$ cat config.mk
export PLATFORM = sky130hd
export DESIGN_NAME = sipo_loader
export DESIGN_NICKNAME = d
export VERILOG_FILES = /design/src/rtl/sipo_pkg.sv /design/src/rtl/shift_in_reg.sv /design/src/rtl/sipo_loader.sv
export SDC_FILE = /design/constraint.sdc
export NUM_CORES = 1
export LEC_CHECK = 0
export ABC_AREA = 1
export CORE_AREA = 2 2 70 72
export CTS_CLUSTER_SIZE = 25
export DETAILED_ROUTE_END_ITERATION = 7
export DIE_AREA = 0 0 72 74
export PLACE_DENSITY = 0.48
export SYNTH_ARGS = -nofsm -noshare
export SYNTH_HDL_FRONTEND = slang
export SYNTH_SLANG_ARGS = --single-unit
$ cat constraint.sdc
create_clock -name clk -period 3.62 [get_ports clk]
set_clock_uncertainty 0.05 [all_clocks]
set_input_delay 0.905 -clock clk [delete_from_list [all_inputs] [get_ports clk]]
set_output_delay 0.905 -clock clk [all_outputs]
set_load 0.005 [all_outputs]
$ cat src/rtl/sipo_pkg.sv
// Shared definitions for the serial-in, parallel-out frame loader:
// FSM state encodings and parity-mode selectors.
package sipo_pkg;

  typedef enum logic [1:0] {
    IDLE  = 2'd0,
    SHIFT = 2'd1,
    PAR   = 2'd2,
    LOAD  = 2'd3
  } state_t;

  localparam int PAR_NONE = 0;
  localparam int PAR_EVEN = 1;
  localparam int PAR_ODD  = 2;

endpackage

$ cat src/rtl/shift_in_reg.sv
// n-bit serial shift register. MSB_FIRST selects whether the first
// bit shifted in ends up in q[n-1] or q[0].
module shift_in_reg #(
  parameter int n         = 8,
  parameter int MSB_FIRST = 1
) (
  input  logic         clk,
  input  logic         rst,
  input  logic         clr,
  input  logic         shift,
  input  logic         sin,
  output logic [n-1:0] q
);

  logic [n-1:0] q_shifted;

  always_comb begin
    if (MSB_FIRST != 0) q_shifted = {q[n-2:0], sin};
    else                q_shifted = {sin, q[n-1:1]};
  end

  always_ff @(posedge clk) begin
    if (rst || clr) q <= '0;
    else if (shift) q <= q_shifted;
  end

endmodule

$ cat src/rtl/sipo_loader.sv
// Frame assembler: collects n serial bits (plus optional parity) after a
// start strobe and presents the word on d with a one-cycle en pulse.
//
// state | meaning
// IDLE  | waiting for start; sin_valid ignored
// SHIFT | accepting n data bits on sin_valid
// PAR   | waiting for the parity bit
// LOAD  | one cycle: en (good frame) or par_err (bad parity)
module sipo_loader
  import sipo_pkg::*;
#(
  parameter int n         = 8,
  parameter int MSB_FIRST = 1,
  parameter int PARITY    = 0
) (
  input  logic         clk,
  input  logic         rst,
  input  logic         start,
  input  logic         sin_valid,
  input  logic         sin,
  output logic [n-1:0] d,
  output logic         en,
  output logic         busy,
  output logic         par_err
);

  localparam int   CW         = $clog2(n + 1);
  localparam logic PAR_TARGET = (PARITY == PAR_ODD) ? 1'b1 : 1'b0;

  state_t        state, state_nxt;
  logic [CW-1:0] cnt;
  logic [n-1:0]  q;
  logic [n-1:0]  q_nxt;
  logic          par_acc;
  logic          clr, shift, last_bit, par_take, par_ok;

  assign clr      = (state == IDLE) && start;
  assign shift    = (state == SHIFT) && sin_valid;
  assign last_bit = (cnt == CW'(n - 1));
  assign par_take = (state == PAR) && sin_valid;
  assign par_ok   = ((par_acc ^ sin) == PAR_TARGET);
  assign busy     = (state != IDLE);

  shift_in_reg #(
    .n        (n),
    .MSB_FIRST(MSB_FIRST)
  ) u_shift (
    .clk  (clk),
    .rst  (rst),
    .clr  (clr),
    .shift(shift),
    .sin  (sin),
    .q    (q)
  );

  // Word as it will look after this cycle's shift; lets d load on the
  // same edge as the final data bit when there is no parity phase.
  always_comb begin
    if (MSB_FIRST != 0) q_nxt = {q[n-2:0], sin};
    else                q_nxt = {sin, q[n-1:1]};
  end

  always_ff @(posedge clk) begin
    if (rst) state <= IDLE;
    else     state <= state_nxt;
  end

  always_comb begin
    state_nxt = state;
    case (state)
      IDLE:    if (start) state_nxt = SHIFT;
      SHIFT:   if (sin_valid && last_bit)
                 state_nxt = (PARITY != PAR_NONE) ? PAR : LOAD;
      PAR:     if (sin_valid) state_nxt = LOAD;
      LOAD:    state_nxt = IDLE;
      default: state_nxt = IDLE;
    endcase
  end

  always_ff @(posedge clk) begin
    if (rst) begin
      cnt     <= '0;
      par_acc <= 1'b0;
      d       <= '0;
      en      <= 1'b0;
      par_err <= 1'b0;
    end else begin
      en      <= 1'b0;
      par_err <= 1'b0;
      if (clr) begin
        cnt     <= '0;
        par_acc <= 1'b0;
      end
      if (shift) begin
        cnt     <= cnt + CW'(1);
        par_acc <= par_acc ^ sin;
        if ((PARITY == PAR_NONE) && last_bit) begin
          d  <= q_nxt;
          en <= 1'b1;
        end
      end
      if (par_take) begin
        if (par_ok) begin
          d  <= q;
          en <= 1'b1;
        end else begin
          par_err <= 1'b1;
        end
      end
    end
  end

endmodule

==> results of run 1 <==
layout make-up:
class	instances	share of cell area
multi-input cells	120	0.438
flip-flops and latches	25	0.323
repair buffers	15	0.0968
inverters	27	0.0694
well taps	54	0.0435
clock buffers	3	0.0266
clock inverters	1	0.00323
how the worst min path moves through the flow:
stage	end	start	slack, ns	depth (start not counted)
floorplan	u_shift.q[7]	u_shift.q[7]	0.39	2
global placement	u_shift.q[7]	u_shift.q[7]	0.42	2
detailed placement	u_shift.q[7]	u_shift.q[7]	0.41	2
CTS	u_shift.q[7]	u_shift.q[7]	0.43	2
global route	u_shift.q[7]	u_shift.q[7]	0.45	2
finish	u_shift.q[7]	u_shift.q[7]	0.42	2
synthesized netlist by cell type (2+ instances only):
cell type   n
nand3_1    16
ha_1        5
a211oi_1    5
dfxtp_1    25
nor3_1      3
nor2_2      4
o21ai_2     2
a21oi_1     5
a21oi_2     8
inv_1      23
nand2_1    34
o21ai_0     2
nor2_1     21
nand2_4     3
o21ai_1     3
nand2_2     5
buf_6       2
inv_2       2
through the flow:
| step | hold slack [ns] | cell area [um2] | utilization | std cells | power, mW |
|---|---|---|---|---|---|
| floorplan | 0.394 | 1330 | - | 176 | 0.572 |
| global placement | 0.422 | 1510 | 0.327 | 241 | 0.647 |
| detailed placement | 0.411 | 1510 | 0.327 | 241 | 0.645 |
| CTS | 0.427 | 1550 | 0.337 | 245 | 0.818 |
| global route | 0.453 | 1550 | 0.337 | 245 | 0.874 |
| finish | 0.422 | 1550 | 0.337 | 245 | 0.802 |
layer usage:
layer,wire [um],global-route usage
met1,1320,0.152
met4,24,0.0377
met3,68,0.0163
met5,0,0
met2,1150,0.177
worst reg2reg max path, cell delays in order, from the launching register on:
cell	delay, ns
dfxtp_1	0.39
inv_1	0.08
ha_1	0.23
nand2_2	0.09
clkinv_2	0.12
nand2_2	0.28
o21ai_1	0.12
nor2_1	0.10
nor2_1	0.05
cell families after synthesis:
family	share of synthesized area
flops	0.376
fa+ha+maj	0.0470
buf+inv	0.113
simple gates	0.317
compound gates	0.147
power by group through the flow:
| stage | clock, mW | combinational, mW | sequential, mW |
|---|---|---|---|
| after global placement | 0 | 0.304 | 0.343 |
| after detailed placement | 0 | 0.302 | 0.343 |
| after floorplan | 0 | 0.233 | 0.339 |
| after CTS | 0.178 | 0.304 | 0.337 |
| after global routing | 0.190 | 0.343 | 0.342 |
| final | 0.168 | 0.297 | 0.336 |
registers in the layout (all words and copies together), names as in the netlist:
signal	count
cnt	4
d	8
en	1
par_acc	1
par_err	1
state	2
u_shift.q	8
==> run metrics, run 1 <==
final worst slack=1.16 ns; Worst-Margin Slew=0.421 ns; async set-reset flop share out of synthesis=0; minimum period implied by the final worst setup slack=2.46 ns; FF-to-FF End=d[7]; Mapped Area=1330 um2; highest-count cells in the layout ignoring fill and taps=34 x nand2_1, 25 x dfxtp_1, 23 x inv_1; max-cap violations=0; # diodes=0; outcome=finished, final reports clean; Vias/cell=4.36; FF-to-FF path depth=8; initial antenna violation count=0; drt first pass iters=4; Internal Power=505 uW; Die Height=74 um; final hold vios=0; Psw=297 uW; RSZ-0062 raised after global routing=false; std cell rows=25; Final period util=0.680; largest net degree at the start of global routing=20; Area Overhead vs Synth=16.7%; DRT iter0 DRCs=36; Yosys cell types=26; number of flops mapped to enable cells by yosys=0; core box area=4600 um2; total global-route track usage=0.110; Seq cells post-synth=25; Die W=72 um; switching share of power=0.370; Vias=1,067; routed len/inst=10.4 um; Worst setup EP type=output pin; worst vdd ir=282 uV; clock tree buffer depth=2; Worst path depth=4; average instance area after synthesis=7.56 um2; worst hold path class=reg2reg; Reg2Reg Setup Slack=2.03 ns; top_reg_cell synth=dfxtp_1; CTS tree=done; Multi-input gate area=679 um2; antenna viol nets, final=0; Logic pwr share=0.371; GPL Wtd Cong=0.752; total nets after synthesis=186; max-slew headroom at the worst pin=0.719; CP bufs+invs=3; number of H-tree levels=1; Power Density=517 nW/um2; setup TNS=0 ns; final count of negative-setup-slack endpoints=0; CP Class=reg2out; Critical Path Source=state[0]; commonest non-fill, non-tap cell in the layout=nand2_1; I/O pin total=16; share of cells above drive strength 1=0.173; critical-path maximum fanout=4; setup bufs post-CTS=0; Critical Path End=busy; grt ovf=0; cell taking the most area after synthesis=dfxtp_1; Final Max Slew Viols=0; DRT Wirelength=2560 um; Post-CTS Hold Buffers=0; DRC violations left=0; dpl ws=1.09 ns; Peak Freq=406 MHz; clock sink count=25; Critical Path Slowest Stage Cell=clkdlybuf4s50_1; worst skew pair latency=0.27 ns; Initial Utilization=0.289; vias in the first global route=1,036; sequential power share=0.419; worst r2r src=state[0]; Crit path top cell by count=inv_1; die area=5330 um2; CP required=2.66 ns; share of the synthesized area in the top cell type=0.376; TritonCTS buffer count=3; FILL cells=516; crit-path cells=inv_1 > ha_1 > inv_1 > clkdlybuf4s50_1; Clock transition at path regs=0.10 ns; global-route wire length before repair=4700 um; CP Launch Type=flip-flop; DP Wirelength=1940 um; post-CTS sizing=0; CP top delay family=buffers and inverters; post-synthesis sequential area ratio=0.376; post-synthesis cell count=176; register area=500 um2; Pleak=0.626 nW; Synth area leaders=dfxtp_1 38%, nand2_1 9.6%, inv_1 6.5%, nand3_1 6.0%, nor2_1 5.9%; Yosys warning count=0; clk root buf=clkbuf_8; IO buf count=15; clock power share=0.210; nets@finish=202; worst path arrival time=1.51 ns; Critical Path Max Stage Delay=0.50 ns
Note: power is estimated with default switching activity, not from simulation.
==> run 2, diff against run 1 <==
==> constraint.sdc (replaced) <==
create_clock -name clk -period 2.6 [get_ports clk]
set_clock_uncertainty 0.05 [all_clocks]
set_input_delay 0.65 -clock clk [delete_from_list [all_inputs] [get_ports clk]]
set_output_delay 0.65 -clock clk [all_outputs]
set_load 0.005 [all_outputs]
==> run 2 against run 1 <==
  * Sequential power grew 39%
  * Via count grew 1.4%
  * Wire length grew 3.8%
  * First-iteration DRC count grew 81%
  * Worst hold slack lost 0.00052 ns
  * Utilization grew 0.14 points
  * Total power grew 40%
  * Non-clock buffer count grew 1
==> run metrics, run 2 (synthesis gave the netlist of run 1 again) <==
outcome=finished, final reports clean; number of H-tree levels=1; Critical Path Max Stage Delay=0.50 ns; worst hold path class=reg2reg; CTS tree=done; vias in the first global route=1,068; Area Overhead vs Synth=17.1%; CP top delay family=buffers and inverters; Power Density=722 nW/um2; Worst-Margin Slew=0.313 ns; max-slew headroom at the worst pin=0.791; critical-path maximum fanout=4; Worst setup EP type=output pin; Critical Path Slowest Stage Cell=clkdlybuf4s50_1; highest-count cells in the layout ignoring fill and taps=34 x nand2_1, 25 x dfxtp_1, 23 x inv_1; Crit path top cell by count=inv_1; largest net degree at the start of global routing=20; minimum period implied by the final worst setup slack=2.22 ns; die area=5330 um2; post-CTS sizing=0; CP Class=reg2out; IO buf count=15; setup bufs post-CTS=0; worst skew pair latency=0.27 ns; Pleak=0.628 nW; DRT Wirelength=2650 um; GPL Wtd Cong=0.784; Vias/cell=4.40; Die Height=74 um; final worst slack=0.384 ns; Vias=1,082; # diodes=0; std cell rows=25; routed len/inst=10.8 um; RSZ-0062 raised after global routing=false; Die W=72 um; final count of negative-setup-slack endpoints=0; TritonCTS buffer count=3; dpl ws=0.456 ns; Peak Freq=451 MHz; Final Max Slew Viols=0; commonest non-fill, non-tap cell in the layout=nand2_1; initial antenna violation count=0; core box area=4600 um2; worst vdd ir=347 uV; clock sink count=25; clock tree buffer depth=2; DP Wirelength=2010 um; Post-CTS Hold Buffers=0; global-route wire length before repair=4730 um; I/O pin total=16; antenna viol nets, final=0; worst path arrival time=1.52 ns; CP bufs+invs=3; grt ovf=0; DRT iter0 DRCs=65; total global-route track usage=0.110; Initial Utilization=0.289; CP required=1.90 ns; Largest regs=d (8), u_shift.q (8), cnt (4); Final period util=0.852; max-cap violations=0; DRC violations left=0; clk root buf=clkbuf_8; CP Launch Type=flip-flop; crit-path cells=inv_1 > ha_1 > inv_1 > clkdlybuf4s50_1; Min Hold Slack=0.421 ns; drt first pass iters=4; nets@finish=203; share of cells above drive strength 1=0.172; setup TNS=0 ns; final hold vios=0; Clock transition at path regs=0.09 ns
[run 2: cell types whose count changed in the layout (fill, tap and decap cells not counted)]
cell | previous run | this run
buf_4 | 0 | 1
clkinv_2 | 2 | 1
clkbuf_1 | 0 | 1
[run 2: worst paths after layout]
path	start	end	slack [ns]	cells past startpoint
max	state[0]	busy	0.38	4
max reg2reg	state[0]	d[7]	0.99	8
min reg2reg	u_shift.q[7]	u_shift.q[7]	0.42	2
min	u_shift.q[7]	u_shift.q[7]	0.42	2
[run 2: worst min-delay path: stages (launching register included)]
cell,delay [ns]
dfxtp_1,0.32
nand2_1,0.06
a21oi_1,0.05
[run 2: final cells by class]
class | instances | area [um2]
Clock buffer | 4 | 45.0
Fill cell | 495 | 3040
Inverter | 27 | 108
Tap cell | 54 | 67.6
Timing Repair Buffer | 16 | 158
Sequential cell | 25 | 500
Multi-Input combinational cell | 120 | 679
[run 2: routing by layer]
layer | part of all wire | track usage | vias to the layer above | routed length (um)
met4 | 0.011 | 0.0377 | 0 | 29
li1 | - | - | 591 | -
met2 | 0.45 | 0.181 | 12 | 1180
met3 | 0.022 | 0.0163 | 2 | 58
met5 | 0 | 0 | - | 0
met1 | 0.52 | 0.150 | 477 | 1380
[run 2: where the power goes]
group          switching (mW)  internal [mW]  leakage (nW)
clock                   0.128          0.110        0.0228
combinational           0.257          0.163         0.402
sequential             0.0339          0.434         0.203
total                   0.419          0.707         0.628
[run 2: stage by stage]
stage / area (um2) / total power, mW / std cells / utilization
floorplan: 1330 / 0.796 / 176 / -
global placement: 1510 / 0.903 / 242 / 0.329
detailed placement: 1510 / 0.902 / 242 / 0.329
CTS: 1560 / 1.14 / 246 / 0.339
global route: 1560 / 1.21 / 246 / 0.339
finish: 1560 / 1.13 / 246 / 0.339
==> run 3, diff against run 2 <==
--- a/config.mk
+++ b/config.mk
@@ -10,7 +10,8 @@
 export CTS_CLUSTER_SIZE = 25
 export DETAILED_ROUTE_END_ITERATION = 7
 export DIE_AREA = 0 0 72 74
-export PLACE_DENSITY = 0.48
+export GPL_ROUTABILITY_DRIVEN = 1
+export PLACE_DENSITY_LB_ADDON = 0.3
 export SYNTH_ARGS = -nofsm -noshare
 export SYNTH_HDL_FRONTEND = slang
 export SYNTH_SLANG_ARGS = --single-unit
==> run 3 against run 2 <==
  * Count of clock-buffer cells in the layout shrank 1
  * Clock power is essentially flat
  * Total power shrank 0.24%
  * Final cell count is the same
  * Register-to-register slack gained 0.04 ns
  * Critical path depth is the same
  * Wire length shrank 1.3%
  * Sequential power is essentially flat
  * Fmax grew 0.46%
  * Sequential share of layout area is essentially flat
  * Sequential cell count is the same
  * Setup slack gained 0.010 ns
  * Largest power group unchanged
  * Highest routed layer unchanged
==> run metrics, run 3 (synthesis gave the netlist of run 1 again) <==
drt first pass iters=4; core box area=4600 um2; switching share of power=0.372; worst vdd ir=353 uV; CTS tree=done; DP Wirelength=1960 um; Area Overhead vs Synth=17.2%; DRT iter0 DRCs=34; Die W=72 um; IO buf count=15; Power Density=720 nW/um2; std cell rows=25; met1 usage=0.134; largest net degree at the start of global routing=20; # diodes=0; minimum period implied by the final worst setup slack=2.21 ns; sequential power share=0.417; die area=5330 um2; GPL Wtd Cong=0.779; Internal Power=704 uW; global-route wire length before repair=4480 um; Vias=1,072; worst path arrival time=1.51 ns; max-cap violations=0; Final Power=1.12 mW; nets@finish=203; Largest regs=d (8), u_shift.q (8), cnt (4); highest-count cells in the layout ignoring fill and taps=34 x nand2_1, 25 x dfxtp_1, 23 x inv_1; Pleak=0.631 nW; Initial Utilization=0.289; busiest layer in global routing=met2; Final period util=0.848; I/O pin total=16; post-route cell area=1560 um2; RSZ-0062 raised after global routing=false; clk root buf=clkbuf_8; vias in the first global route=1,026; total global-route track usage=0.109; Vias/cell=4.36; final count of negative-setup-slack endpoints=0; clock power share=0.214; setup TNS=0 ns; max-slew headroom at the worst pin=0.786; clock sink count=25; CP Launch Type=flip-flop; TritonCTS buffer count=3; Final Max Slew Viols=0; M2 GR Usage=0.189; CP required=1.90 ns; Post-CTS Hold Buffers=0; Worst setup EP type=output pin; DRT Wirelength=2620 um; worst skew pair latency=0.28 ns; post-CTS sizing=0; commonest non-fill, non-tap cell in the layout=nand2_1; Logic pwr share=0.369; antenna viol nets, final=0; share of cells above drive strength 1=0.177; final hold vios=0; number of H-tree levels=1; Clock transition at path regs=0.09 ns; Psw=418 uW; initial antenna violation count=0; Peak Freq=453 MHz; routed len/inst=10.7 um; outcome=finished, final reports clean; final non-filler cell total=246; placed cell area=1510 um2; DRC violations left=0; Die Height=74 um; clock tree buffer depth=2; setup bufs post-CTS=0; dpl cells=242; grt ovf=0; grt met3 use=0.0325; Worst-Margin Slew=0.320 ns; worst hold path class=reg2reg; CP Class=reg2out; critical-path maximum fanout=4
[run 3: critical path, cell delays in order (launching register included)]
cell             delay, ns
dfxtp_1               0.39
inv_1                 0.08
ha_1                  0.21
inv_1                 0.07
clkdlybuf4s50_1       0.49
[run 3: final timing paths]
check / startpoint / to / slack [ns] / cells past startpoint
min: u_shift.q[7] / u_shift.q[7] / 0.42 / 2
min reg2reg: u_shift.q[7] / u_shift.q[7] / 0.42 / 2
max reg2reg: state[0] / d[7] / 1.03 / 8
max: state[0] / busy / 0.39 / 4
[run 3: layer usage]
| layer | routed length [um] | part of all wire |
|---|---|---|
| met5 | 0 | 0 |
| met4 | 22 | 0.0084 |
| met3 | 106 | 0.040 |
| met2 | 1190 | 0.45 |
| met1 | 1300 | 0.50 |
[run 3: area by class of cell]
| cell class | instances | area (um2) |
|---|---|---|
| Inverter | 27 | 108 |
| Clock inverter | 1 | 5.00 |
| Fill cell | 502 | 3040 |
| Sequential cell | 25 | 500 |
| Multi-Input combinational cell | 120 | 679 |
| Timing Repair Buffer | 16 | 158 |
| Tap cell | 54 | 67.6 |
| Clock buffer | 3 | 41.3 |
[run 3: power groups by stage]
stage,Sequential (mW),Combinational [mW],Clock (mW)
floorplan,0.472,0.325,0
global placement,0.476,0.422,0
detailed placement,0.477,0.420,0
CTS,0.468,0.423,0.251
global route,0.474,0.477,0.266
finish,0.468,0.414,0.241
[run 3: metrics by stage]
step	util	setup WS [ns]	hold WS, ns
after floorplan	-	1.20	0.394
after global placement	0.329	0.481	0.414
after detailed placement	0.329	0.464	0.413
after CTS	0.339	0.370	0.426
after global routing	0.339	0.314	0.469
final	0.339	0.394	0.423
